### config.mk
export PLATFORM = sky130hd
export DESIGN_NAME = padding_loop_ctrl_flat
export DESIGN_NICKNAME = d
export VERILOG_FILES = /design/src/rtl/padding_loop_ctrl_if.sv /design/src/rtl/padding_loop_ctrl.sv /design/src/flat_wrapper.sv
export SDC_FILE = /design/constraint.sdc
export NUM_CORES = 1
export LEC_CHECK = 0
export ABC_AREA = 1
export BUFFER_PORTS_ARGS = -buffer_cell sky130_fd_sc_hd__buf_2
export CORE_MARGIN = 3
export CORE_UTILIZATION = 53
export DETAILED_ROUTE_END_ITERATION = 16
export GPL_TIMING_DRIVEN = 0
export PLACE_DENSITY_LB_ADDON = 0.25
export SLEW_MARGIN = 20
export SYNTH_ARGS = -nofsm -noshare
export SYNTH_HDL_FRONTEND = slang
export SYNTH_SLANG_ARGS = --single-unit
### constraint.sdc
create_clock -name clk_i -period 5.2 [get_ports clk_i]
set_input_delay 1.04 -clock clk_i [delete_from_list [all_inputs] [get_ports clk_i]]
set_output_delay 1.04 -clock clk_i [all_outputs]
set_load 0.02 [all_outputs]
### src/rtl/padding_loop_ctrl_if.sv
// Sequencer <-> Compute_Cluster_Mem bundle: start/end handshake plus chunk read/write controls.
// Field widths follow clog2 of the sequencer's write-cycle, SRAM-slot and buffer counts.
interface padding_loop_ctrl_if #(
  parameter int WC_W  = 2,
  parameter int IFM_W = 8,
  parameter int FIL_W = 6,
  parameter int OB_W  = 4
);
  logic             start_i;
  logic             total_chunk_end_i;
  logic             run_valid_o;
  logic             total_chunk_start_o;
  logic             ifm_chunk_wr_valid_o;
  logic [WC_W-1:0]  ifm_chunk_wr_count_o;
  logic             ifm_chunk_wr_sel_o;
  logic             ifm_chunk_rd_sel_o;
  logic [IFM_W-1:0] ifm_sram_rd_count_o;
  logic             fil_chunk_wr_valid_o;
  logic [WC_W-1:0]  fil_chunk_wr_count_o;
  logic             fil_chunk_wr_sel_o;
  logic             fil_chunk_rd_sel_o;
  logic [FIL_W-1:0] fil_sram_rd_count_o;
  logic [WC_W-1:0]  rd_fil_sparsemap_last_o;
  logic [OB_W-1:0]  acc_buf_sel_o;
  logic             done_o;

  modport master (
    input  start_i, total_chunk_end_i,
    output run_valid_o, total_chunk_start_o,
           ifm_chunk_wr_valid_o, ifm_chunk_wr_count_o, ifm_chunk_wr_sel_o, ifm_chunk_rd_sel_o,
           ifm_sram_rd_count_o,
           fil_chunk_wr_valid_o, fil_chunk_wr_count_o, fil_chunk_wr_sel_o, fil_chunk_rd_sel_o,
           fil_sram_rd_count_o, rd_fil_sparsemap_last_o, acc_buf_sel_o, done_o
  );

  modport slave (
    output start_i, total_chunk_end_i,
    input  run_valid_o, total_chunk_start_o,
           ifm_chunk_wr_valid_o, ifm_chunk_wr_count_o, ifm_chunk_wr_sel_o, ifm_chunk_rd_sel_o,
           ifm_sram_rd_count_o,
           fil_chunk_wr_valid_o, fil_chunk_wr_count_o, fil_chunk_wr_sel_o, fil_chunk_rd_sel_o,
           fil_sram_rd_count_o, rd_fil_sparsemap_last_o, acc_buf_sel_o, done_o
  );
endinterface

### src/rtl/padding_loop_ctrl.sv
// Channel-padding loop sequencer: z/fy/fx/oy/ox walk with ping-pong chunk prefetch; bursts start
// one cycle after slot load. Stalls in WAIT_PF until prefetch lands; no backpressure on its outputs.
module padding_loop_burst #(
  parameter int AW = 8,
  parameter int CW = 2
) (
  input  logic          clk_i,
  input  logic          rst_ni,
  input  logic          i_launch,
  input  logic [AW-1:0] i_addr,
  input  logic [CW-1:0] i_last,
  output logic          o_wr_valid,
  output logic [CW-1:0] o_wr_count,
  output logic [AW-1:0] o_rd_count,
  output logic          o_idle_nxt
);
  logic          r_pend;
  logic          r_busy;
  logic [CW-1:0] r_cnt;
  logic [CW-1:0] r_last;
  logic [AW-1:0] r_addr;

  // Slot address lands one cycle ahead of the beats so the SRAM read lines up with beat 0.
  always_ff @(posedge clk_i or negedge rst_ni) begin
    if (!rst_ni) begin
      r_pend <= 1'b0;
      r_busy <= 1'b0;
      r_cnt  <= '0;
      r_last <= '0;
      r_addr <= '0;
    end else if (i_launch) begin
      r_addr <= i_addr;
      r_last <= i_last;
      r_pend <= 1'b1;
      r_busy <= 1'b0;
      r_cnt  <= '0;
    end else if (r_pend) begin
      r_pend <= 1'b0;
      r_busy <= 1'b1;
      r_cnt  <= '0;
    end else if (r_busy) begin
      if (r_cnt == r_last) begin
        r_busy <= 1'b0;
        r_cnt  <= '0;
      end else begin
        r_cnt <= r_cnt + CW'(1);
      end
    end
  end

  assign o_wr_valid = r_busy;
  assign o_wr_count = r_cnt;
  assign o_rd_count = r_addr;
  assign o_idle_nxt = !r_pend && (!r_busy || (r_cnt == r_last));
endmodule

module padding_loop_ctrl #(
  parameter int CH_NUM       = 20,
  parameter int CHUNK        = 16,
  parameter int BUS          = 8,
  parameter int FIL_X        = 3,
  parameter int FIL_Y        = 3,
  parameter int OUT_X        = 2,
  parameter int OUT_Y        = 2,
  parameter int WR_CYC       = 4,
  parameter int IFM_SRAM_NUM = 256,
  parameter int FIL_SRAM_NUM = 64,
  parameter int OBUF_NUM     = 16
) (
  input  logic                clk_i,
  input  logic                rst_ni,
  padding_loop_ctrl_if.master bus
);
  localparam int IFM_X   = OUT_X + FIL_X - 1;
  localparam int IFM_Y   = OUT_Y + FIL_Y - 1;
  localparam int ZN      = (CH_NUM + CHUNK - 1) / CHUNK;
  localparam int LAST_SZ = (CH_NUM % CHUNK == 0) ? CHUNK : (CH_NUM % CHUNK);
  localparam int WC_W    = $clog2(WR_CYC);
  localparam int IFM_W   = $clog2(IFM_SRAM_NUM);
  localparam int FIL_W   = $clog2(FIL_SRAM_NUM);
  localparam int OB_W    = $clog2(OBUF_NUM);
  localparam int ZW      = $clog2(ZN + 1);
  localparam int FYW     = $clog2(FIL_Y + 1);
  localparam int FXW     = $clog2(FIL_X + 1);
  localparam int OYW     = $clog2(OUT_Y + 1);
  localparam int OXW     = $clog2(OUT_X + 1);

  typedef enum logic [2:0] {
    S_IDLE, S_PRELOAD, S_ISSUE, S_WAIT_END, S_WAIT_PF, S_DONE
  } state_t;

  function automatic logic [WC_W-1:0] f_last_beat(input logic [ZW-1:0] z);
    int sz;
    sz = (int'(z) == ZN - 1) ? LAST_SZ : CHUNK;
    return WC_W'((sz + BUS - 1) / BUS - 1);
  endfunction

  function automatic logic [FIL_W-1:0] f_fil_addr(input logic [ZW-1:0] z,
                                                  input logic [FYW-1:0] fy,
                                                  input logic [FXW-1:0] fx);
    return FIL_W'(int'(z) * FIL_Y * FIL_X + int'(fy) * FIL_X + int'(fx));
  endfunction

  function automatic logic [IFM_W-1:0] f_ifm_addr(input logic [ZW-1:0] z,
                                                  input logic [FYW-1:0] fy,
                                                  input logic [FXW-1:0] fx,
                                                  input logic [OYW-1:0] oy,
                                                  input logic [OXW-1:0] ox);
    return IFM_W'(int'(z) * IFM_Y * IFM_X + (int'(oy) + int'(fy)) * IFM_X + int'(ox) + int'(fx));
  endfunction

  state_t          r_state, w_state_nxt;
  logic [ZW-1:0]   r_z, w_nx_z;
  logic [FYW-1:0]  r_fy, w_nx_fy;
  logic [FXW-1:0]  r_fx, w_nx_fx;
  logic [OYW-1:0]  r_oy, w_nx_oy;
  logic [OXW-1:0]  r_ox, w_nx_ox;
  logic            w_last_iter, w_nx_fil_chg;
  logic            r_last, r_fil_tog, r_run_valid;
  logic            r_ifm_rd_sel, r_fil_rd_sel;
  logic [OB_W-1:0] r_acc;
  logic [WC_W-1:0] r_spm_last;
  logic            w_ifm_launch, w_fil_launch;
  logic [IFM_W-1:0] w_ifm_addr;
  logic [FIL_W-1:0] w_fil_addr;
  logic [WC_W-1:0] w_pf_last;
  logic            w_ifm_idle, w_fil_idle, w_pf_idle;

  // Successor of the iteration held in r_*: ox fastest, then oy, fx, fy, z.
  always_comb begin
    w_nx_z       = r_z;
    w_nx_fy      = r_fy;
    w_nx_fx      = r_fx;
    w_nx_oy      = r_oy;
    w_nx_ox      = r_ox;
    w_last_iter  = 1'b0;
    w_nx_fil_chg = (r_ox == OXW'(OUT_X - 1)) && (r_oy == OYW'(OUT_Y - 1));
    if (r_ox != OXW'(OUT_X - 1)) begin
      w_nx_ox = r_ox + OXW'(1);
    end else begin
      w_nx_ox = '0;
      if (r_oy != OYW'(OUT_Y - 1)) begin
        w_nx_oy = r_oy + OYW'(1);
      end else begin
        w_nx_oy = '0;
        if (r_fx != FXW'(FIL_X - 1)) begin
          w_nx_fx = r_fx + FXW'(1);
        end else begin
          w_nx_fx = '0;
          if (r_fy != FYW'(FIL_Y - 1)) begin
            w_nx_fy = r_fy + FYW'(1);
          end else begin
            w_nx_fy = '0;
            if (r_z != ZW'(ZN - 1)) w_nx_z = r_z + ZW'(1);
            else                    w_last_iter = 1'b1;
          end
        end
      end
    end
  end

  assign w_pf_idle = w_ifm_idle && w_fil_idle;

  always_comb begin
    w_state_nxt  = r_state;
    w_ifm_launch = 1'b0;
    w_fil_launch = 1'b0;
    w_ifm_addr   = f_ifm_addr(w_nx_z, w_nx_fy, w_nx_fx, w_nx_oy, w_nx_ox);
    w_fil_addr   = f_fil_addr(w_nx_z, w_nx_fy, w_nx_fx);
    w_pf_last    = f_last_beat(w_nx_z);
    case (r_state)
      S_IDLE: begin
        if (bus.start_i) begin
          w_state_nxt  = S_PRELOAD;
          w_ifm_launch = 1'b1;
          w_fil_launch = 1'b1;
          w_ifm_addr   = '0;
          w_fil_addr   = '0;
          w_pf_last    = f_last_beat(ZW'(0));
        end
      end
      S_PRELOAD: if (w_pf_idle) w_state_nxt = S_ISSUE;
      S_ISSUE: begin
        w_state_nxt = S_WAIT_END;
        if (!w_last_iter) begin
          w_ifm_launch = 1'b1;
          w_fil_launch = w_nx_fil_chg;
        end
      end
      S_WAIT_END: begin
        if (bus.total_chunk_end_i) begin
          if (r_last)         w_state_nxt = S_DONE;
          else if (w_pf_idle) w_state_nxt = S_ISSUE;
          else                w_state_nxt = S_WAIT_PF;
        end
      end
      S_WAIT_PF: if (w_pf_idle) w_state_nxt = S_ISSUE;
      S_DONE:    w_state_nxt = S_IDLE;
      default:   w_state_nxt = S_IDLE;
    endcase
  end

  // r_* indices step to the successor as each sub-chunk issues; r_last marks the final one.
  always_ff @(posedge clk_i or negedge rst_ni) begin
    if (!rst_ni) begin
      r_state      <= S_IDLE;
      r_z          <= '0;
      r_fy         <= '0;
      r_fx         <= '0;
      r_oy         <= '0;
      r_ox         <= '0;
      r_last       <= 1'b0;
      r_fil_tog    <= 1'b0;
      r_run_valid  <= 1'b0;
      r_ifm_rd_sel <= 1'b0;
      r_fil_rd_sel <= 1'b0;
      r_acc        <= '0;
      r_spm_last   <= '0;
    end else begin
      r_state <= w_state_nxt;
      if (r_state == S_IDLE && bus.start_i) begin
        r_z       <= '0;
        r_fy      <= '0;
        r_fx      <= '0;
        r_oy      <= '0;
        r_ox      <= '0;
        r_last    <= 1'b0;
        r_fil_tog <= 1'b1;
      end
      if (r_state == S_ISSUE) begin
        r_fil_tog <= w_nx_fil_chg;
        r_last    <= w_last_iter;
        if (!w_last_iter) begin
          r_z  <= w_nx_z;
          r_fy <= w_nx_fy;
          r_fx <= w_nx_fx;
          r_oy <= w_nx_oy;
          r_ox <= w_nx_ox;
        end
      end
      if (w_state_nxt == S_ISSUE) begin
        r_run_valid  <= 1'b1;
        r_acc        <= OB_W'(int'(r_oy) * OUT_X + int'(r_ox));
        r_spm_last   <= f_last_beat(r_z);
        r_ifm_rd_sel <= !r_ifm_rd_sel;
        if (r_fil_tog) r_fil_rd_sel <= !r_fil_rd_sel;
      end
      if (w_state_nxt == S_DONE) r_run_valid <= 1'b0;
    end
  end

  padding_loop_burst #(.AW(IFM_W), .CW(WC_W)) u_ifm_burst (
    .clk_i      (clk_i),
    .rst_ni     (rst_ni),
    .i_launch   (w_ifm_launch),
    .i_addr     (w_ifm_addr),
    .i_last     (w_pf_last),
    .o_wr_valid (bus.ifm_chunk_wr_valid_o),
    .o_wr_count (bus.ifm_chunk_wr_count_o),
    .o_rd_count (bus.ifm_sram_rd_count_o),
    .o_idle_nxt (w_ifm_idle)
  );

  padding_loop_burst #(.AW(FIL_W), .CW(WC_W)) u_fil_burst (
    .clk_i      (clk_i),
    .rst_ni     (rst_ni),
    .i_launch   (w_fil_launch),
    .i_addr     (w_fil_addr),
    .i_last     (w_pf_last),
    .o_wr_valid (bus.fil_chunk_wr_valid_o),
    .o_wr_count (bus.fil_chunk_wr_count_o),
    .o_rd_count (bus.fil_sram_rd_count_o),
    .o_idle_nxt (w_fil_idle)
  );

  assign bus.run_valid_o             = r_run_valid;
  assign bus.total_chunk_start_o     = (r_state == S_ISSUE);
  assign bus.done_o                  = (r_state == S_DONE);
  assign bus.ifm_chunk_rd_sel_o      = r_ifm_rd_sel;
  assign bus.ifm_chunk_wr_sel_o      = !r_ifm_rd_sel;
  assign bus.fil_chunk_rd_sel_o      = r_fil_rd_sel;
  assign bus.fil_chunk_wr_sel_o      = !r_fil_rd_sel;
  assign bus.acc_buf_sel_o           = r_acc;
  assign bus.rd_fil_sparsemap_last_o = r_spm_last;
endmodule

### src/flat_wrapper.sv
// flat-port wrapper written by rule: the top's interface ports become plain ports
module padding_loop_ctrl_flat 
#(
  parameter int CH_NUM       = 20,
  parameter int CHUNK        = 16,
  parameter int BUS          = 8,
  parameter int FIL_X        = 3,
  parameter int FIL_Y        = 3,
  parameter int OUT_X        = 2,
  parameter int OUT_Y        = 2,
  parameter int WR_CYC       = 4,
  parameter int IFM_SRAM_NUM = 256,
  parameter int FIL_SRAM_NUM = 64,
  parameter int OBUF_NUM     = 16
)
  (clk_i, rst_ni, bus_start_i, bus_total_chunk_end_i, bus_run_valid_o, bus_total_chunk_start_o, bus_ifm_chunk_wr_valid_o, bus_ifm_chunk_wr_count_o, bus_ifm_chunk_wr_sel_o, bus_ifm_chunk_rd_sel_o, bus_ifm_sram_rd_count_o, bus_fil_chunk_wr_valid_o, bus_fil_chunk_wr_count_o, bus_fil_chunk_wr_sel_o, bus_fil_chunk_rd_sel_o, bus_fil_sram_rd_count_o, bus_rd_fil_sparsemap_last_o, bus_acc_buf_sel_o, bus_done_o);
  padding_loop_ctrl_if bus_i ();
  input  logic clk_i;
  input  logic rst_ni;
  input wire logic [$bits(bus_i.start_i)-1:0] bus_start_i;
  input wire logic [$bits(bus_i.total_chunk_end_i)-1:0] bus_total_chunk_end_i;
  output wire logic [$bits(bus_i.run_valid_o)-1:0] bus_run_valid_o;
  output wire logic [$bits(bus_i.total_chunk_start_o)-1:0] bus_total_chunk_start_o;
  output wire logic [$bits(bus_i.ifm_chunk_wr_valid_o)-1:0] bus_ifm_chunk_wr_valid_o;
  output wire logic [$bits(bus_i.ifm_chunk_wr_count_o)-1:0] bus_ifm_chunk_wr_count_o;
  output wire logic [$bits(bus_i.ifm_chunk_wr_sel_o)-1:0] bus_ifm_chunk_wr_sel_o;
  output wire logic [$bits(bus_i.ifm_chunk_rd_sel_o)-1:0] bus_ifm_chunk_rd_sel_o;
  output wire logic [$bits(bus_i.ifm_sram_rd_count_o)-1:0] bus_ifm_sram_rd_count_o;
  output wire logic [$bits(bus_i.fil_chunk_wr_valid_o)-1:0] bus_fil_chunk_wr_valid_o;
  output wire logic [$bits(bus_i.fil_chunk_wr_count_o)-1:0] bus_fil_chunk_wr_count_o;
  output wire logic [$bits(bus_i.fil_chunk_wr_sel_o)-1:0] bus_fil_chunk_wr_sel_o;
  output wire logic [$bits(bus_i.fil_chunk_rd_sel_o)-1:0] bus_fil_chunk_rd_sel_o;
  output wire logic [$bits(bus_i.fil_sram_rd_count_o)-1:0] bus_fil_sram_rd_count_o;
  output wire logic [$bits(bus_i.rd_fil_sparsemap_last_o)-1:0] bus_rd_fil_sparsemap_last_o;
  output wire logic [$bits(bus_i.acc_buf_sel_o)-1:0] bus_acc_buf_sel_o;
  output wire logic [$bits(bus_i.done_o)-1:0] bus_done_o;
  assign bus_i.start_i = bus_start_i;
  assign bus_i.total_chunk_end_i = bus_total_chunk_end_i;
  assign bus_run_valid_o = bus_i.run_valid_o;
  assign bus_total_chunk_start_o = bus_i.total_chunk_start_o;
  assign bus_ifm_chunk_wr_valid_o = bus_i.ifm_chunk_wr_valid_o;
  assign bus_ifm_chunk_wr_count_o = bus_i.ifm_chunk_wr_count_o;
  assign bus_ifm_chunk_wr_sel_o = bus_i.ifm_chunk_wr_sel_o;
  assign bus_ifm_chunk_rd_sel_o = bus_i.ifm_chunk_rd_sel_o;
  assign bus_ifm_sram_rd_count_o = bus_i.ifm_sram_rd_count_o;
  assign bus_fil_chunk_wr_valid_o = bus_i.fil_chunk_wr_valid_o;
  assign bus_fil_chunk_wr_count_o = bus_i.fil_chunk_wr_count_o;
  assign bus_fil_chunk_wr_sel_o = bus_i.fil_chunk_wr_sel_o;
  assign bus_fil_chunk_rd_sel_o = bus_i.fil_chunk_rd_sel_o;
  assign bus_fil_sram_rd_count_o = bus_i.fil_sram_rd_count_o;
  assign bus_rd_fil_sparsemap_last_o = bus_i.rd_fil_sparsemap_last_o;
  assign bus_acc_buf_sel_o = bus_i.acc_buf_sel_o;
  assign bus_done_o = bus_i.done_o;
  padding_loop_ctrl #(.CH_NUM(CH_NUM), .CHUNK(CHUNK), .BUS(BUS), .FIL_X(FIL_X), .FIL_Y(FIL_Y), .OUT_X(OUT_X), .OUT_Y(OUT_Y), .WR_CYC(WR_CYC), .IFM_SRAM_NUM(IFM_SRAM_NUM), .FIL_SRAM_NUM(FIL_SRAM_NUM), .OBUF_NUM(OBUF_NUM)) u_core (.clk_i(clk_i), .rst_ni(rst_ni), .bus(bus_i));
endmodule
==> results of run 1 <==
## cell usage in the layout (no fill, tap or decap), drive strengths merged, types with 3 or more instances in the layout
master,n
nor2,21
o31ai,3
inv,57
nor3,11
dfrtp,46
o22ai,6
clkbuf,7
a211oi,3
clkinv,3
nand2,93
a22oi,3
nand3,28
ha,17
xor2,5
fa,3
a21oi,13
buf,37
o21ai,16
## where the power goes
part	total, mW	switching (mW)	internal (mW)
registers	0.520	0.0673	0.453
logic	0.863	0.589	0.274
clock network	0.220	0.125	0.0950
total	1.60	0.781	0.822
## layout make-up
class / count / area share
plain buffers: 4 / 0.009339
multi-input cells: 230 / 0.4568
well taps: 70 / 0.02724
repair buffers: 34 / 0.05370
clock buffers: 6 / 0.02257
clock inverters: 2 / 0.004280
inverters: 58 / 0.06809
flip-flops and latches: 46 / 0.3580
## cells by family (layout without fill, tap and decap cells)
kind of cell / Yosys count / count (layout) / synth area share
AND/OR/NAND/NOR: 156 / 156 / 0.2795
buffers and inverters: 62 / 104 / 0.08689
AO/OA/AOI/OAI: 47 / 47 / 0.1201
flip-flops: 46 / 46 / 0.4017
adder cells (fa/ha/maj): 20 / 20 / 0.09520
XOR/XNOR: 5 / 5 / 0.01528
other: 1 / 2 / 0.001309
## state kept, by name (all words and copies together) (netlist names), 2 cells and up
| name | flops |
|---|---|
| u_core.bus.acc_buf_sel_o | 4 |
| u_core.r_fx | 2 |
| u_core.r_fy | 2 |
| u_core.r_ox | 2 |
| u_core.r_oy | 2 |
| u_core.r_state | 3 |
| u_core.r_z | 2 |
| u_core.u_fil_burst.o_rd_count | 6 |
| u_core.u_fil_burst.o_wr_count | 2 |
| u_core.u_ifm_burst.o_rd_count | 7 |
| u_core.u_ifm_burst.o_wr_count | 2 |
## worst min-delay path by stage
stage                     depth (start not counted)                                         start                                           end  slack, ps
after floorplan                                   2                  u_core.r_fil_tog$_DFFE_PN0P_                  u_core.r_fil_tog$_DFFE_PN0P_        490
after global placement                            2            u_core.bus.run_valid_o$_DFFE_PN0P_            u_core.bus.run_valid_o$_DFFE_PN0P_        450
after detailed placement                          2       u_core.bus.acc_buf_sel_o[1]$_DFFE_PN0N_       u_core.bus.acc_buf_sel_o[1]$_DFFE_PN0N_        460
after CTS                                         2       u_core.bus.acc_buf_sel_o[2]$_DFFE_PN0N_       u_core.bus.acc_buf_sel_o[2]$_DFFE_PN0N_        480
after global routing                              2       u_core.bus.acc_buf_sel_o[2]$_DFFE_PN0N_       u_core.bus.acc_buf_sel_o[2]$_DFFE_PN0N_        490
final                                             2  u_core.u_ifm_burst.o_rd_count[6]$_DFFE_PN0P_  u_core.u_ifm_burst.o_rd_count[6]$_DFFE_PN0P_        480
## routing by layer
metal / vias up / global-route usage / part of all wire
li1: 1171 / - / -
met5: - / 0 / 0
met4: 0 / 0.06701 / 0.014
met1: 1075 / 0.2545 / 0.46
met2: 33 / 0.3598 / 0.49
met3: 9 / 0.04515 / 0.033
## per-stage QoR
stage,hold slack [ps],power (mW),util,cells
after global placement,447.8,1.373,0.6045,442
after global routing,493.8,1.748,0.6217,450
after CTS,482.9,1.622,0.6212,450
after detailed placement,461.5,1.395,0.6045,442
after floorplan,489.4,1.180,-,338
final,478.5,1.602,0.6217,450
## worst reg2reg max path, cell delays in order, from the launching register on
cell,delay (ps)
sky130_fd_sc_hd__dfrtp_1,420
sky130_fd_sc_hd__inv_1,110
sky130_fd_sc_hd__nor2_1,130
sky130_fd_sc_hd__nand2_2,110
sky130_fd_sc_hd__nor2_8,160
sky130_fd_sc_hd__o21ai_0,150
sky130_fd_sc_hd__o21ai_2,150
sky130_fd_sc_hd__inv_1,140
sky130_fd_sc_hd__ha_1,330
sky130_fd_sc_hd__ha_1,200
sky130_fd_sc_hd__ha_1,340
sky130_fd_sc_hd__a21oi_1,260
sky130_fd_sc_hd__nor3_1,70
sky130_fd_sc_hd__a211oi_1,240
sky130_fd_sc_hd__nand3_1,120
sky130_fd_sc_hd__nand3_1,90
sky130_fd_sc_hd__nand2_1,60
==> implementation parameters, run 1 <==
Parameter                              Value

Worst setup path
  RR Endpoint    u_core.u_fil_burst.o_rd_count[5]$_DFFE_PN0P_
  Nature of the critical path startpoint    register
  Worst-path cell chain    inv_1, nor2_1, nand2_2, nor2_8, o21ai_0, o21ai_2, inv_1, ha_1, ha_1, ha_1, a21oi_1, nor3_1, a211oi_1, nand3_1, nand3_1, nand2_1
  Setup crit end    u_core.u_fil_burst.o_rd_count[5]$_DFFE_PN0P_
  Register-to-register setup slack    roughly 2000 ps
  Critical path depth in cells    16
  Worst setup path class    reg -> reg
  Worst r2r src    u_core.r_oy[0]$_DFF_PN0_
  Worst path buffer plus inverter count    2
  Endpoint kind of the worst setup timing path    register
  Path depth of the worst reg2reg path    16
  Most common cell type on the critical path    sky130_fd_sc_hd__ha_1
  Crit path from    u_core.r_oy[0]$_DFF_PN0_
  Arrival time at the worst endpoint    3400 ps
  Largest stage delay on the critical path    420 ps
  Highest fanout seen on the critical path    6
  Required time of the critical path    5390 ps
  Slowest CP cell    sky130_fd_sc_hd__dfrtp_1
  Gate family responsible for the most delay along the worst path    adder cells

Route
  TritonRoute pass-1 iters    4
  Via/cell ratio    5.084
  Routed vias    between 2000 and 2500
  Routed Wire Length    just under 6000 microns
  DRC viols    0
  DR WL/cell    between 10 and 15 microns
  Detail Route Antenna Nets    0
  DRC marker count from the first detailed-route iteration    around 120

Clocking
  Count of hold-fix buffers inserted at cts    0
  H-tree levels    2
  CTS Buf Count    5
  Worst-path clk slew    90 ps
  Source-to-sink clock delay at the later pin of the worst-skew pair    300 ps
  Quantity of gates resized following cts    0
  Clock Root Buffer    sky130_fd_sc_hd__clkbuf_8
  TritonCTS clock tree    done
  Clock sinks    46
  Total setup buffers inserted after CTS    0
  Maximum buffer depth of the clock tree    2

Cells and area
  Summed area of non-filler cells in the final layout    3216 sq um
  Area taken by flip-flops and latches    roughly 1200 sq um
  Area Overhead vs Synth    12.23%
  Antenna Cells    0
  Total Nets Final    about 400
  Multi-input gate area in the final layout    between 1000 and 1500 sq um
  # fillers    465
  Fraction of final layout cells sized beyond drive strength 1    0.2579

GRT
  Overall global routing resource usage    0.2072
  Pin count of the biggest net entering global routing    47
  Wire length of the first global-routing pass    10250 microns
  Initial antenna violation count    0
  Overflow left after global routing    0
  Number of global-route vias before repair    2292

Logic synthesis
  Leading post-synthesis cells by cell area    sky130_fd_sc_hd__dfrtp_1 40%, sky130_fd_sc_hd__nand2_1 11%, sky130_fd_sc_hd__ha_1 7.4%, sky130_fd_sc_hd__inv_1 5.6%, sky130_fd_sc_hd__nand3_1 4.0%
  Yosys top cell area share    0.4017
  Post-synthesis area per instance    8.502 sq um
  Number of synthesized register bits    46
  Most frequent cell after synthesis    sky130_fd_sc_hd__nand2_1
  Portion of the post-synthesis area used by sequential elements    0.4017
  Post-synthesis cell area    2865 sq um
  Fraction of synthesis flops using an asynchronous set or reset pin    1.000
  Number of synthesized flops with an enable pin    0
  Mapped Cells    around 340
  Top post-synthesis cells by count    81 x sky130_fd_sc_hd__nand2_1, 46 x sky130_fd_sc_hd__dfrtp_1, 43 x sky130_fd_sc_hd__inv_1
  Yosys top cell by area    sky130_fd_sc_hd__dfrtp_1
  Most common flop cell mapped by yosys    sky130_fd_sc_hd__dfrtp_1
  Synthesis Warnings    0
  Count of unique library cells instantiated by Yosys    38

Power and ir drop
  Leakage    1.784 nW
  Peak supply drop    0.2690 mV
  Power density of the placed cells    498.3 nW/um^2

Worst hold path
  Worst hold path class    reg -> reg

Floorplanning
  Die boundary height    a little under 80 microns
  Die Area    6324 sq um
  Initial standard-cell utilization of the core    0.5539
  I/O pin total    37
  Horizontal die dimension    79.53 microns
  Placeable core area    roughly 5200 sq um
  Row cnt    26

Placement
  Placer congestion estimate    0.8451
  Hpwl dp    approximately 4500 microns
  Post-DP Area    3127 sq um
  Worst slack after detailed placement    ~2000 ps
  Number of input and output port buffers inserted    34

Timing
  Shortest period the worst path allows    ~3200 ps
  Actual slew at the worst max-slew pin    about 580 ps
  Hold violation total from the final report    0
  Min setup slack post-route    1990 ps
  RSZ-0062 raised after global routing    no
  Peak Freq    311.6 MHz
  Final count of pins violating max slew    0
  Setup TNS    0 ps
  Final count of negative-setup-slack endpoints    0
  Final cycle utilization of the critical path    0.6173
  Slew margin rel.    0.6167
  Max Clock Skew    9.741 ps

Outcome
  Status    complete, no violations

Run
  Max-cap violation count    0
(Power assumes the default switching activity.)
==> inputs of run 2 (changes only) <==
==> constraint.sdc (replaced) <==
create_clock -name clk_i -period 3 [get_ports clk_i]
set_input_delay 0.6 -clock clk_i [delete_from_list [all_inputs] [get_ports clk_i]]
set_output_delay 0.6 -clock clk_i [all_outputs]
set_load 0.02 [all_outputs]
==> run 2 against run 1 <==
Compared with the run above:
- clock skew shrank 0.65 ps
- global-route usage grew 0.65 points
- routed wire length up 7.7%
- flip-flop and latch count unchanged
- hold slack worse by 190 ps
- die area unchanged
- via count up 4.9%
- critical endpoint is now u_core.u_fil_burst.o_rd_count[4]$_DFFE_PN0P_
- setup slack worse by 1900 ps
- highest routed layer unchanged
- largest power group unchanged
- final area up 6.5%
- first-iteration DRC count is 4.2% lower
- clock power up 73%
==> implementation parameters, run 2 (synthesis gave the netlist of run 1 again) <==
Parameter                              Value

Outcome
  Status    complete, no violations

Placement
  Placer congestion estimate    0.8451 (unchanged)
  Hpwl dp    4519 microns (unchanged)
  Placed insts    442 (unchanged)
  Number of input and output port buffers inserted    34 (unchanged)

Timing
  Hold violation total from the final report    0 (unchanged)
  Peak Freq    346.0 MHz (+11%)
  Final count of pins violating max slew    0 (unchanged)
  Max Clock Skew    9.086 ps (-0.6548 ps)
  Worst hold slack    289.3 ps (-189.2 ps)
  Final cycle utilization of the critical path    0.9635 (+0.3462)
  Shortest period the worst path allows    2890 ps (-319.2 ps)
  Setup TNS    0 ps (unchanged)
  Slew margin rel.    0.6170 (about the same)
  Final count of negative-setup-slack endpoints    0 (unchanged)
  Actual slew at the worst max-slew pin    574.4 ps (-0.5507 ps)

Power and ir drop
  Switching pwr    1.377 mW (+76%)
  Peak supply drop    0.4673 mV (+74%)
  Sequential share of power    0.317 (-0.008)
  Comb power frac    0.549 (+0.011)
  Switching share of power    0.4846 (-0.002474)
  Cell internal power dissipation    1.465 mW (+78%)
  Power density of the placed cells    829.5 nW/um^2 (+66%)
  Clock network power share    0.134 (-0.003)
  Leakage    1.864 nW (+4.4%)

Worst setup path
  Highest fanout seen on the critical path    7 (+1)
  Arrival time at the worst endpoint    3080 ps (-320 ps)
  Slowest CP cell    sky130_fd_sc_hd__dfrtp_1
  Endpoint kind of the worst setup timing path    register
  Required time of the critical path    3190 ps (-2200 ps)
  Path depth of the worst reg2reg path    14 (-2)
  Worst setup path class    reg -> reg
  Worst-path cell chain    inv_1, nand2_1, nor2_4, nand3_1, nand2_2, nand2_4, ha_1, xor2_1, ha_1, inv_1, fa_2, o21a_1, xor2_1, o21ai_1
  Critical path depth in cells    14 (-2)
  Worst path buffer plus inverter count    2 (unchanged)
  Nature of the critical path startpoint    register
  Largest stage delay on the critical path    430 ps (about the same)
  Gate family responsible for the most delay along the worst path    adder cells

Run
  Max-cap violation count    0 (unchanged)

Route
  DRC marker count from the first detailed-route iteration    114 (-4.2%)
  DRC viols    0 (unchanged)
  Via/cell ratio    5.119 (+0.69%)
  Routed Wire Length    6271 microns (+7.7%)
  DR WL/cell    13.37 microns (+3.4%)
  Routed vias    2401 (+4.9%)
  TritonRoute pass-1 iters    4 (unchanged)
  Detail Route Antenna Nets    0 (unchanged)

Cells and area
  Commonest non-fill, non-tap cells in the layout    80 x sky130_fd_sc_hd__nand2_1, 46 x sky130_fd_sc_hd__dfrtp_1, 39 x sky130_fd_sc_hd__inv_1
  Post-layout util    0.6623 (+0.04064)
  Area taken by flip-flops and latches    1151 sq um (unchanged)
  Non-filler instance count after layout    469 (+4.2%)
  Number of flip-flops in the largest register    7 (unchanged)
  Antenna Cells    0 (unchanged)
  Total Nets Final    422 (+4.7%)
  # fillers    424 (-8.8%)
  Most common cell after layout, fill and taps aside    sky130_fd_sc_hd__nand2_1
  Fraction of final layout cells sized beyond drive strength 1    0.3333 (+0.07544)
  Area Overhead vs Synth    19.56%
  Multi-input gate area in the final layout    1536 sq um (+4.6%)

GRT
  Number of global-route vias before repair    2336 (+1.9%)
  Wire length of the first global-routing pass    10540 microns (+2.9%)
  Overflow left after global routing    0 (unchanged)
  Initial antenna violation count    0 (unchanged)
  Overall global routing resource usage    0.2137 (+0.006498)
  Pin count of the biggest net entering global routing    47 (unchanged)

Clocking
  Source-to-sink clock delay at the later pin of the worst-skew pair    300 ps (about the same)
  Worst-path clk slew    90 ps (about the same)
  Clock Root Buffer    sky130_fd_sc_hd__clkbuf_8
  H-tree levels    2 (unchanged)
  Clock sinks    46 (unchanged)
  CTS Buf Count    5 (unchanged)
  Maximum buffer depth of the clock tree    2 (unchanged)
  Count of hold-fix buffers inserted at cts    0 (unchanged)
  TritonCTS clock tree    done

Floorplanning
  Horizontal die dimension    79.53 microns (unchanged)
  Placeable core area    5172 sq um (unchanged)
  Die boundary height    79.53 microns (unchanged)
  Initial standard-cell utilization of the core    0.5539 (unchanged)
  I/O pin total    37 (unchanged)
  Row cnt    26 (unchanged)
  Die Area    6324 sq um (unchanged)

Worst hold path
  Worst hold path class    in -> async
run 2: cell count changes in the layout (fill, tap and decap cells not counted), moves of 2 or more:
| cell | previous run | this run |
|---|---|---|
| sky130_fd_sc_hd__buf_4 | 3 | 22 |
| sky130_fd_sc_hd__ha_1 | 17 | 15 |
| sky130_fd_sc_hd__ha_4 | 0 | 2 |
| sky130_fd_sc_hd__inv_1 | 43 | 39 |
| sky130_fd_sc_hd__inv_2 | 14 | 18 |
| sky130_fd_sc_hd__nor2_1 | 12 | 10 |
| sky130_fd_sc_hd__nor3_1 | 11 | 9 |
| sky130_fd_sc_hd__nor3_2 | 0 | 2 |
| sky130_fd_sc_hd__o21ai_0 | 5 | 3 |
run 2: power by group through the flow:
stage / Clock, mW / Sequential (mW) / Combinational (mW)
after global routing: 0.419 / 0.925 / 1.75
after global placement: 0 / 0.909 / 1.47
final: 0.381 / 0.900 / 1.56
after detailed placement: 0 / 0.913 / 1.51
after CTS: 0.397 / 0.899 / 1.55
after floorplan: 0 / 1.01 / 1.04
run 2: worst register-to-register path: stages, from the launching register on:
cell	delay, ps
sky130_fd_sc_hd__dfrtp_1	430
sky130_fd_sc_hd__inv_1	100
sky130_fd_sc_hd__nand2_1	100
sky130_fd_sc_hd__nor2_4	140
sky130_fd_sc_hd__nand3_1	100
sky130_fd_sc_hd__nand2_2	120
sky130_fd_sc_hd__nand2_4	90
sky130_fd_sc_hd__ha_1	310
sky130_fd_sc_hd__xor2_1	160
sky130_fd_sc_hd__ha_1	320
sky130_fd_sc_hd__inv_1	70
sky130_fd_sc_hd__fa_2	390
sky130_fd_sc_hd__o21a_1	200
sky130_fd_sc_hd__xor2_1	160
sky130_fd_sc_hd__o21ai_1	70
run 2: per-layer routing:
metal	vias to the layer above	global-route usage	part of all wire
met4	0	0.06701	0.017
met3	13	0.04628	0.040
met1	1133	0.2625	0.44
met2	49	0.3723	0.50
met5	-	0	0
li1	1206	-	-
run 2: path summary, 6_finish.rpt:
path                       slack (ps)                                    startpoint                                      endpoint
setup / recovery                  110                      u_core.r_oy[1]$_DFF_PN0_  u_core.u_fil_burst.o_rd_count[4]$_DFFE_PN0P_
hold / removal                    290                                        rst_ni       u_core.u_ifm_burst.o_wr_valid$_DFF_PN0_
setup reg to reg                  110                      u_core.r_oy[1]$_DFF_PN0_  u_core.u_fil_burst.o_rd_count[4]$_DFFE_PN0P_
hold reg to reg                   480  u_core.u_ifm_burst.o_rd_count[6]$_DFFE_PN0P_  u_core.u_ifm_burst.o_rd_count[6]$_DFFE_PN0P_
max in group asynchronous        2320                                        rst_ni  u_core.u_ifm_burst.o_rd_count[3]$_DFFE_PN0P_
min in group clk_i                480  u_core.u_ifm_burst.o_rd_count[6]$_DFFE_PN0P_  u_core.u_ifm_burst.o_rd_count[6]$_DFFE_PN0P_
run 2: cell type report:
class,instances,share of cell area
Multi-Input combinational cell,230,0.4485
Sequential cell,46,0.3360
Timing Repair Buffer,53,0.09204
Inverter,58,0.06392
Tap cell,70,0.02557
Clock buffer,6,0.02118
Buffer,4,0.008766
Clock inverter,2,0.004018
run 2: stage by stage:
stage          cell area (sq um)  setup slack, ps  power, mW
5_1_grt                     3426           -34.29      3.091
4_1_cts                     3311           0.9492      2.841
2_1_floorplan               2869            146.3      2.045
3_3_place_gp                3127           -95.69      2.380
3_5_place_dp                3127           -193.1      2.419
6_report                    3426            109.5      2.842
run 2: what timing repair did:
action,in CTS,in global routing
setup endpoints to repair,3,3
resized for setup,12,7
setup buffers,8,11
pin swaps,7,8
==> inputs of run 3 (changes only) <==
==> constraint.sdc (replaced) <==
create_clock -name clk_i -period 3.4 [get_ports clk_i]
set_input_delay 0.68 -clock clk_i [delete_from_list [all_inputs] [get_ports clk_i]]
set_output_delay 0.68 -clock clk_i [all_outputs]
set_load 0.02 [all_outputs]
==> run 3 against run 2 <==
Compared with the run above:
- cell count decreased by 4.1%
- first-iteration DRC count decreased by 4.4%
- final area decreased by 6.0%
- total power decreased by 14%
- sequential power decreased by 12%
- clock power decreased by 12%
- hold slack improved by 80 ps
- largest cell class unchanged
- combinational power decreased by 15%
- fmax decreased by 8.4%
==> implementation parameters, run 3 (synthesis gave the netlist of run 1 again) <==
Parameter                              Value

Power and ir drop
  Sequential share of power    0.325 (+0.008)
  Switching pwr    1.194 mW (-13%)
  Peak supply drop    0.4117 mV (-12%)
  Leakage    1.785 nW (-4.2%)
  Cell internal power dissipation    1.257 mW (-14%)
  Clock network power share    0.137 (+0.003)
  Power density of the placed cells    761.4 nW/um^2 (-8.2%)
  Overall power after layout    2.451 mW (-14%)
  Switching share of power    0.4872 (+0.002566)
  Comb power frac    0.538 (-0.011)

Cells and area
  Commonest non-fill, non-tap cells in the layout    81 x sky130_fd_sc_hd__nand2_1, 46 x sky130_fd_sc_hd__dfrtp_1, 43 x sky130_fd_sc_hd__inv_1
  Area Overhead vs Synth    12.36%
  # fillers    465 (+9.7%)
  Most common cell after layout, fill and taps aside    sky130_fd_sc_hd__nand2_1
  Total Nets Final    403 (-4.5%)
  Fraction of final layout cells sized beyond drive strength 1    0.2605 (-0.07281)
  Antenna Cells    0 (unchanged)
  Number of flip-flops in the largest register    7 (unchanged)

Floorplanning
  Placeable core area    5172 sq um (unchanged)
  Die boundary height    79.53 microns (unchanged)
  I/O pin total    37 (unchanged)
  Die Area    6324 sq um (unchanged)
  Row cnt    26 (unchanged)
  Horizontal die dimension    79.53 microns (unchanged)
  Initial standard-cell utilization of the core    0.5539 (unchanged)

Clocking
  Clock Root Buffer    sky130_fd_sc_hd__clkbuf_8
  Clock sinks    46 (unchanged)
  H-tree levels    2 (unchanged)
  Maximum buffer depth of the clock tree    2 (unchanged)
  TritonCTS clock tree    done
  CTS Buf Count    5 (unchanged)
  Source-to-sink clock delay at the later pin of the worst-skew pair    300 ps (about the same)
  Total setup buffers inserted after CTS    0 (-8)
  Quantity of gates resized following cts    0 (-12)
  Count of hold-fix buffers inserted at cts    0 (unchanged)
  Worst-path clk slew    90 ps (about the same)

Timing
  Final count of negative-setup-slack endpoints    0 (unchanged)
  Worst hold slack    369.7 ps (+80.39 ps)
  Max Clock Skew    9.467 ps (+0.3810 ps)
  RSZ-0062 raised after global routing    no
  Actual slew at the worst max-slew pin    574.9 ps (+0.4948 ps)
  Final count of pins violating max slew    0 (unchanged)
  Final cycle utilization of the critical path    0.9277 (-0.03581)
  Setup TNS    0 ps (unchanged)
  Shortest period the worst path allows    3154 ps (+263.7 ps)
  Hold violation total from the final report    0 (unchanged)
  Slew margin rel.    0.6167 (about the same)
  Min setup slack post-route    245.9 ps (+136.3 ps)
  Peak Freq    317.0 MHz (-8.4%)

GRT
  Number of global-route vias before repair    2292 (-1.9%)
  Initial antenna violation count    0 (unchanged)
  Overall global routing resource usage    0.2072 (-0.006498)
  Wire length of the first global-routing pass    10250 microns (-2.8%)
  Overflow left after global routing    0 (unchanged)
  Pin count of the biggest net entering global routing    47 (unchanged)

Route
  DRC viols    0 (unchanged)
  Detail Route Antenna Nets    0 (unchanged)
  Routed Wire Length    5820 microns (-7.2%)
  Via/cell ratio    5.082 (-0.73%)
  Routed vias    2287 (-4.7%)
  TritonRoute pass-1 iters    4 (unchanged)
  DRC marker count from the first detailed-route iteration    109 (-4.4%)
  DR WL/cell    12.93 microns (-3.3%)

Placement
  Worst slack after detailed placement    206.9 ps (+400.0 ps)
  Hpwl dp    4519 microns (unchanged)
  Placer congestion estimate    0.8451 (unchanged)
  Number of input and output port buffers inserted    34 (unchanged)

Run
  Max-cap violation count    0 (unchanged)

Worst setup path
  Worst setup path class    reg -> reg
  Nature of the critical path startpoint    register
  Required time of the critical path    3590 ps (+400 ps)
  Highest fanout seen on the critical path    6 (-1)
  Endpoint kind of the worst setup timing path    register
  Path depth of the worst reg2reg path    17 (+3)
  Arrival time at the worst endpoint    3340 ps (+260 ps)

Outcome
  Status    complete, no violations

Worst hold path
  Worst hold path class    in -> async
==> run 3: changes by cell type in the layout (fill, tap and decap cells not counted), sizes merged <==
cell  previous run  this run
buf             56        37
==> run 3: stage by stage <==
| stage | area (sq um) | util | cells |
|---|---|---|---|
| finish | 3219 | 0.6224 | 450 |
| global route | 3219 | 0.6224 | 450 |
| CTS | 3213 | 0.6212 | 450 |
| detailed placement | 3127 | 0.6045 | 442 |
| global placement | 3127 | 0.6045 | 442 |
| floorplan | 2869 | - | 338 |
==> run 3: final timing paths <==
check | end | from | slack [ps]
min | u_core.u_ifm_burst.o_wr_valid$_DFF_PN0_ | rst_ni | 370
min in group clk_i | u_core.u_ifm_burst.o_rd_count[6]$_DFFE_PN0P_ | u_core.u_ifm_burst.o_rd_count[6]$_DFFE_PN0P_ | 480
max | u_core.u_fil_burst.o_rd_count[5]$_DFFE_PN0P_ | u_core.r_oy[0]$_DFF_PN0_ | 250
max in group asynchronous | u_core.u_ifm_burst.o_rd_count[3]$_DFFE_PN0P_ | rst_ni | 2640
max reg2reg | u_core.u_fil_burst.o_rd_count[5]$_DFFE_PN0P_ | u_core.r_oy[0]$_DFF_PN0_ | 250
min reg2reg | u_core.u_ifm_burst.o_rd_count[6]$_DFFE_PN0P_ | u_core.u_ifm_burst.o_rd_count[6]$_DFFE_PN0P_ | 480
==> run 3: cell type report <==
cell class / instances / area [sq um] / share of cell area
Multi-Input combinational cell: 230 / 1473 / 0.4574
Timing Repair Buffer: 34 / 172.7 / 0.05363
Inverter: 58 / 219.0 / 0.06801
Clock buffer: 6 / 72.57 / 0.02254
Sequential cell: 46 / 1151 / 0.3576
Tap cell: 70 / 87.58 / 0.02721
Buffer: 4 / 30.03 / 0.009328
Clock inverter: 2 / 13.76 / 0.004275
==> run 3: power by group through the flow <==
stage               Combinational [mW]  Sequential, mW  Clock (mW)
finish                            1.32           0.796       0.335
detailed placement                1.33           0.805           0
global placement                  1.30           0.802           0
floorplan                        0.917           0.888           0
CTS                               1.33           0.796       0.350
global route                      1.48           0.819       0.370
==> run 3: critical path: stages (launching register included) <==
cell and delay [ps]:
sky130_fd_sc_hd__dfrtp_1 420, sky130_fd_sc_hd__inv_1 110, sky130_fd_sc_hd__nor2_1 130, sky130_fd_sc_hd__nand2_2 110, sky130_fd_sc_hd__nor2_8 160, sky130_fd_sc_hd__o21ai_0 150
sky130_fd_sc_hd__o21ai_2 150, sky130_fd_sc_hd__inv_1 140, sky130_fd_sc_hd__ha_1 220, sky130_fd_sc_hd__ha_1 170, sky130_fd_sc_hd__or2_2 290, sky130_fd_sc_hd__ha_1 330
sky130_fd_sc_hd__inv_1 100, sky130_fd_sc_hd__nor3_1 50, sky130_fd_sc_hd__a211oi_1 230, sky130_fd_sc_hd__nand3_1 120, sky130_fd_sc_hd__nand3_1 90, sky130_fd_sc_hd__nand2_1 60
==> run 3: layer usage <==
metal / GRT usage / vias to the layer above / wire (microns)
li1: - / 1173 / -
met1: 0.2545 / 1076 / 2717
met2: 0.3598 / 29 / 2832
met3: 0.04515 / 9 / 187
met4: 0.06701 / 0 / 83
met5: 0 / - / 0
